**src/rtl/keypad_matrix_scanner.sv**
```systemverilog
// 4x4 keypad scanner: one-hot active-low column drive, ghost rejection and whole-scan debounce.
// Optional build macro KEYPAD_LATCH_CODE_EN keeps the last accepted code on key_out[3:0] after release.
module keypad_matrix_scanner #(
    parameter int SCAN_DIV       = 12000,
    parameter int DEBOUNCE_SCANS = 4
) (
    input  logic       clk,
    input  logic       reset_n,
    input  logic [3:0] row_in,
    output logic [3:0] col_out,
    output logic [4:0] key_out,
    output logic       key_event
);
    // state       | meaning
    // IDLE        | no key held, no candidate
    // PRESS_DEB   | counting identical HIT scans for cand
    // HELD        | key accepted and reported on key_out
    // RELEASE_DEB | counting NONE scans before release

    localparam int DWELL_W = (SCAN_DIV > 1) ? $clog2(SCAN_DIV) : 1;
    localparam int CNT_W   = $clog2(DEBOUNCE_SCANS + 1);

    localparam logic [DWELL_W-1:0] DWELL_LAST = DWELL_W'(SCAN_DIV - 1);
    localparam logic [DWELL_W-1:0] DWELL_ONE  = DWELL_W'(1);
    localparam logic [CNT_W-1:0]   CNT_TGT    = CNT_W'(DEBOUNCE_SCANS);
    localparam logic [CNT_W-1:0]   CNT_ONE    = CNT_W'(1);

    typedef enum logic [1:0] {
        IDLE,
        PRESS_DEB,
        HELD,
        RELEASE_DEB
    } state_t;

    logic [3:0]         row_meta;
    logic [3:0]         row_sync;
    logic [DWELL_W-1:0] dwell;
    logic [1:0]         col;
    logic               dwell_end;
    logic [15:0]        acc;
    logic [15:0]        acc_nxt;
    logic               scan_done;
    logic               scan_hit;
    logic [3:0]         scan_code;

    state_t             state;
    state_t             state_nxt;
    logic [3:0]         cand;
    logic [3:0]         cand_nxt;
    logic [CNT_W-1:0]   cnt;
    logic [CNT_W-1:0]   cnt_nxt;
    logic [CNT_W-1:0]   cnt_inc;
    logic [4:0]         key_out_nxt;
    logic               key_event_nxt;
    logic [4:0]         key_released;

    assign dwell_end = (dwell == DWELL_LAST);

    always_ff @(posedge clk or negedge reset_n) begin
        if (!reset_n) begin
            row_meta  <= 4'hF;
            row_sync  <= 4'hF;
            dwell     <= '0;
            col       <= 2'd0;
            col_out   <= 4'b1110;
            acc       <= '0;
            scan_done <= 1'b0;
        end else begin
            row_meta  <= row_in;
            row_sync  <= row_meta;
            acc       <= acc_nxt;
            scan_done <= dwell_end && (col == 2'd3);
            if (dwell_end) begin
                dwell   <= '0;
                col     <= col + 2'd1;
                col_out <= {col_out[2:0], col_out[3]};
            end else begin
                dwell   <= dwell + DWELL_ONE;
            end
        end
    end

    // Accumulator bit {row, col} is set when that crossing read low; cleared while the result is consumed.
    always_comb begin
        acc_nxt = scan_done ? 16'h0000 : acc;
        if (dwell_end) begin
            for (int r = 0; r < 4; r++) begin
                acc_nxt[{r[1:0], col}] = ~row_sync[r];
            end
        end
    end

    always_comb begin
        scan_code = 4'h0;
        for (int i = 0; i < 16; i++) begin
            if (acc[i]) begin
                scan_code = 4'(i);
            end
        end
        scan_hit = ($countones(acc) == 1);
    end

`ifdef KEYPAD_LATCH_CODE_EN
    assign key_released = {1'b0, key_out[3:0]};
`else
    assign key_released = 5'h00;
`endif

    assign cnt_inc = (cnt == CNT_TGT) ? cnt : cnt + CNT_ONE;

    always_ff @(posedge clk or negedge reset_n) begin
        if (!reset_n) begin
            state     <= IDLE;
            cand      <= 4'h0;
            cnt       <= '0;
            key_out   <= 5'h00;
            key_event <= 1'b0;
        end else begin
            state     <= state_nxt;
            cand      <= cand_nxt;
            cnt       <= cnt_nxt;
            key_out   <= key_out_nxt;
            key_event <= key_event_nxt;
        end
    end

    always_comb begin
        state_nxt     = state;
        cand_nxt      = cand;
        cnt_nxt       = cnt;
        key_out_nxt   = key_out;
        key_event_nxt = 1'b0;
        if (scan_done) begin
            case (state)
                IDLE: begin
                    if (scan_hit) begin
                        cand_nxt = scan_code;
                        if (CNT_ONE == CNT_TGT) begin
                            state_nxt     = HELD;
                            cnt_nxt       = '0;
                            key_out_nxt   = {1'b1, scan_code};
                            key_event_nxt = 1'b1;
                        end else begin
                            state_nxt = PRESS_DEB;
                            cnt_nxt   = CNT_ONE;
                        end
                    end
                end
                PRESS_DEB: begin
                    if (!scan_hit) begin
                        state_nxt = IDLE;
                        cnt_nxt   = '0;
                    end else if (scan_code != cand) begin
                        cand_nxt = scan_code;
                        cnt_nxt  = CNT_ONE;
                    end else if (cnt_inc == CNT_TGT) begin
                        state_nxt     = HELD;
                        cnt_nxt       = '0;
                        key_out_nxt   = {1'b1, cand};
                        key_event_nxt = 1'b1;
                    end else begin
                        cnt_nxt = cnt_inc;
                    end
                end
                HELD: begin
                    // Any HIT keeps the held key; a second key never takes over.
                    if (!scan_hit) begin
                        if (CNT_ONE == CNT_TGT) begin
                            state_nxt   = IDLE;
                            cnt_nxt     = '0;
                            key_out_nxt = key_released;
                        end else begin
                            state_nxt = RELEASE_DEB;
                            cnt_nxt   = CNT_ONE;
                        end
                    end
                end
                RELEASE_DEB: begin
                    if (scan_hit) begin
                        state_nxt = HELD;
                        cnt_nxt   = '0;
                    end else if (cnt_inc == CNT_TGT) begin
                        state_nxt   = IDLE;
                        cnt_nxt     = '0;
                        key_out_nxt = key_released;
                    end else begin
                        cnt_nxt = cnt_inc;
                    end
                end
                default: begin
                    state_nxt = IDLE;
                    cnt_nxt   = '0;
                end
            endcase
        end
    end

endmodule

```
**config.mk**
```make
export PLATFORM = sky130hd
export DESIGN_NAME = keypad_matrix_scanner
export DESIGN_NICKNAME = d
export VERILOG_FILES = /design/src/rtl/keypad_matrix_scanner.sv
export SDC_FILE = /design/constraint.sdc
export NUM_CORES = 1
export LEC_CHECK = 0
export CAP_MARGIN = 20
export CORE_MARGIN = 1.5
export CORE_UTILIZATION = 60
export DETAILED_ROUTE_END_ITERATION = 12
export HOLD_SLACK_MARGIN = 0.12
export PLACE_DENSITY_LB_ADDON = 0.1
export RECOVER_POWER = 50
export SLEW_MARGIN = 30
export SYNTH_ARGS = -nofsm -noshare
export SYNTH_HDL_FRONTEND = slang
export SYNTH_SLANG_ARGS = --single-unit
```
**constraint.sdc**
```tcl
create_clock -name clk -period 5.8 [get_ports clk]
set_input_delay 1.16 -clock clk [delete_from_list [all_inputs] [get_ports clk]]
set_output_delay 1.16 -clock clk [all_outputs]
set_load 0.005 [all_outputs]
```
==> results of run 1 <==
cell families (layout without fill, tap and decap cells):
family,after synthesis,after routing,synth area share
buffers and inverters,42,68,0.0488
XOR/XNOR,14,14,0.0379
AND/OR/NAND/NOR,110,110,0.176
flip-flops,60,60,0.469
AO/OA/AOI/OAI,57,57,0.123
adder cells (fa/ha/maj),22,22,0.108
multiplexers,11,11,0.0372
flip-flops by register name, summed over array words and instances, names as in the netlist, named ones only:
signal / flops
dwell: 14
row_meta: 4
scan_done: 1
row_sync: 4
cnt: 3
acc: 16
col_out: 4
col: 2
state: 1
key_event: 1
cand: 4
key_out: 5
layer usage:
layer	global-route usage	routed length, um	vias to the layer above
li1	-	-	1125
met1	0.305	2730	1090
met2	0.344	2650	45
met3	0.0359	226	9
met4	0.106	61	0
met5	0	0	-
worst register-to-register path, delay by kind of cell, from the launching register on:
kind | cells | cell delay, ns
multiplexers | 1 | 0.32
flip-flops | 1 | 0.47
buffers and inverters | 4 | 0.18
adder cells (fa/ha/maj) | 6 | 2.60
AO/OA/AOI/OAI | 2 | 0.44
AND/OR/NAND/NOR | 3 | 0.92
through the flow:
step                      std cells  total power, mW  worst slack (ns)  area (um2)  hold WS, ns
after floorplan                 316            0.432              1.09        3230        0.345
after global placement          396            0.444             0.888        3460        0.346
after detailed placement        396            0.444             0.774        3460        0.347
after CTS                       412            0.770             0.756        3630        0.355
after global routing            412            0.787             0.519        3620        0.357
final                           412            0.763             0.748        3620        0.355
cell type report:
type	instances	area [um2]	share of cell area
clock inverters	4	25.0	0.00690
well taps	70	87.6	0.0242
repair buffers	17	156	0.0431
clock buffers	12	145	0.0400
flip-flops and latches	60	1520	0.418
multi-input cells	214	1560	0.431
inverters	35	131	0.0362
how the worst min path moves through the flow:
| stage | end |
|---|---|
| floorplan | row_sync[0]$_DFF_PN1_ |
| global placement | row_sync[3]$_DFF_PN1_ |
| detailed placement | row_sync[0]$_DFF_PN1_ |
| CTS | row_sync[2]$_DFF_PN1_ |
| global route | row_sync[2]$_DFF_PN1_ |
| finish | row_sync[2]$_DFF_PN1_ |
Yosys cell counts, types with 2 or more instances:
cell | instances | area share
a21oi_1 | 5 | 0.0077
clkbuf_1 | 7 | 0.0081
nand3b_1 | 2 | 0.0046
a31oi_1 | 6 | 0.012
xnor2_1 | 7 | 0.019
inv_1 | 34 | 0.039
nand2b_1 | 4 | 0.0077
dfstp_2 | 11 | 0.089
o31ai_1 | 3 | 0.0070
o21ai_0 | 23 | 0.036
xor2_1 | 7 | 0.019
mux2_2 | 4 | 0.014
nor3_1 | 4 | 0.0062
dfrtp_1 | 49 | 0.38
nor4b_1 | 2 | 0.0054
or4_4 | 2 | 0.0070
and3_1 | 2 | 0.0039
nor2b_1 | 3 | 0.0058
nor2_1 | 28 | 0.033
a211oi_1 | 2 | 0.0046
o211ai_1 | 2 | 0.0046
ha_1 | 12 | 0.046
nand2_1 | 24 | 0.028
or3_1 | 2 | 0.0039
mux2i_1 | 6 | 0.019
nand4_1 | 3 | 0.0058
nand3_1 | 25 | 0.039
fa_1 | 10 | 0.062
a211o_1 | 2 | 0.0054
report_power, final:
| part | leakage [nW] | internal [mW] | switching, mW |
|---|---|---|---|
| Combinational | 0.752 | 0.00212 | 0.00792 |
| Clock | 0.0824 | 0.165 | 0.162 |
| Sequential | 0.785 | 0.424 | 0.00166 |
==> out/qor.txt, run 1 <==
logic depth of the worst path, buffers included = 16
Clock transition at path regs = 0.07 ns
Longest Clk Path Bufs = 2
Max Clk Rate = 198 MHz
data required time of the worst path = 6.02 ns
post-CTS setup buffers = 0
first-pass GRT wire length = 10100 um
Setup Skew = 0.00896 ns
worst path cell trace = fa_1, inv_1, fa_1, inv_1, fa_1, inv_1, fa_1, inv_1, ha_1, fa_1, nor4b_1, o211ai_1, nor2_1, nand2_1, a31oi_4, mux2_4
antenna fix cells = 0
total leakage power = 1.62 nW
violated checks = max-capacitance violations, max-slew violations
pwr/cell area = 210 nW/um2
crit path DAT = 5.27 ns
CP Capture Type = flop
drt pass-1 iters = 4
Crit Reg-Reg Endpoint = cand[0]$_DFFE_PN0P_
Post-synth top flop = dfrtp_1
status = finished, violations left
most used cell, CP = fa_1
hold path start = row_meta[2]$_DFF_PN1_
commonest non-fill, non-tap cells in the layout = dfrtp_1 (49), inv_1 (34), nor2_1 (28)
cells after synthesis = 316
ANT nets after route = 0
Hold-fix buffers, CTS = 0
Layout Nets = 365
antenna violations before repair = 0
core area = 5140 um2
number of global-route vias before repair = 2225
Initial Util = 0.629
Via density = 5.51
Final Hold Vio Count = 0
CTS tree = done
critical path fanouts, max = 7
Worst path max stage delay = 0.56 ns
peak supply drop = 0.000183 V
pins over their slew limit = 61
GRT Util Overall = 0.221
post_cts resized = 0
Avg Cell Area, Syn = 10.2 um2
HPWL Detailed = 4070 um
Layout area overhead = 12.2%
clk sinks = 60
die width = 76.4 um
RSZ-0062 raised after global routing = false
Fillers = 429
clk root buf = clkbuf_8
Num CTS Buffers = 9
routability cong. = 0.879
Initial DRC Count = 129
critical path launch point type = flop
Buf/Inv on CP = 4
reg2reg setup slack = 0.75 ns
maxcap violations = 1
CP Launch Point = acc[11]$_DFF_PN0_
Least-Margin Pin Slew = 3.08 ns
synthesized cell area = 3230 um2
PortBufs = 15
R2R Path Start = acc[11]$_DFF_PN0_
fin crit share = 0.871
Tmin final = 5.05 ns
WS Path Type = flop to flop
vias = 2269
post-synth cell types = 54
largest net degree at the start of global routing = 61
R2R cell count = 16
Finished Core Util = 0.705
delay-heaviest family, CP = adder cells
DIE AREA = 5840 um2
clk_lat worst skew = 0.34 ns
wire length per cell = 13.7 um
drt drc = 0
FF+latch count, synth = 60
Die Span Y = 76.4 um
routed wire length = 5660 um
row count = 26
Worst Hold Path Cells = 0
most common cell after layout, fill and taps aside = dfrtp_1
CP max-delay cell = fa_1
number of synthesis warnings = 0
Setup Viol. Count Final = 0
IO Pins = 16
GRT Residual Overflow = 0
CP endpoint = cand[0]$_DFFE_PN0P_
share of cells above drive strength 1 = 0.123
worst hold-check path type = flop to flop
FFs w/ async S/R, synth = 1.00
Rel. slew slack = -1.05
number of flops mapped to enable cells by yosys = 0
total negative slack = 0 ns
sequential share of the synthesized area = 0.469
H-tree Lvls = 3
post-synthesis net count = 344
Power figures use the tool's default switching activity.
==> run 2, diff against run 1 <==
--- a/config.mk
+++ b/config.mk
@@ -8,6 +8,7 @@
 export CAP_MARGIN = 20
 export CORE_MARGIN = 1.5
 export CORE_UTILIZATION = 60
+export CTS_CLUSTER_SIZE = 16
 export DETAILED_ROUTE_END_ITERATION = 12
 export HOLD_SLACK_MARGIN = 0.12
 export PLACE_DENSITY_LB_ADDON = 0.1
==> results of run 2 <==
No change in the layout: final DEF, timing and power equal those of run 1.
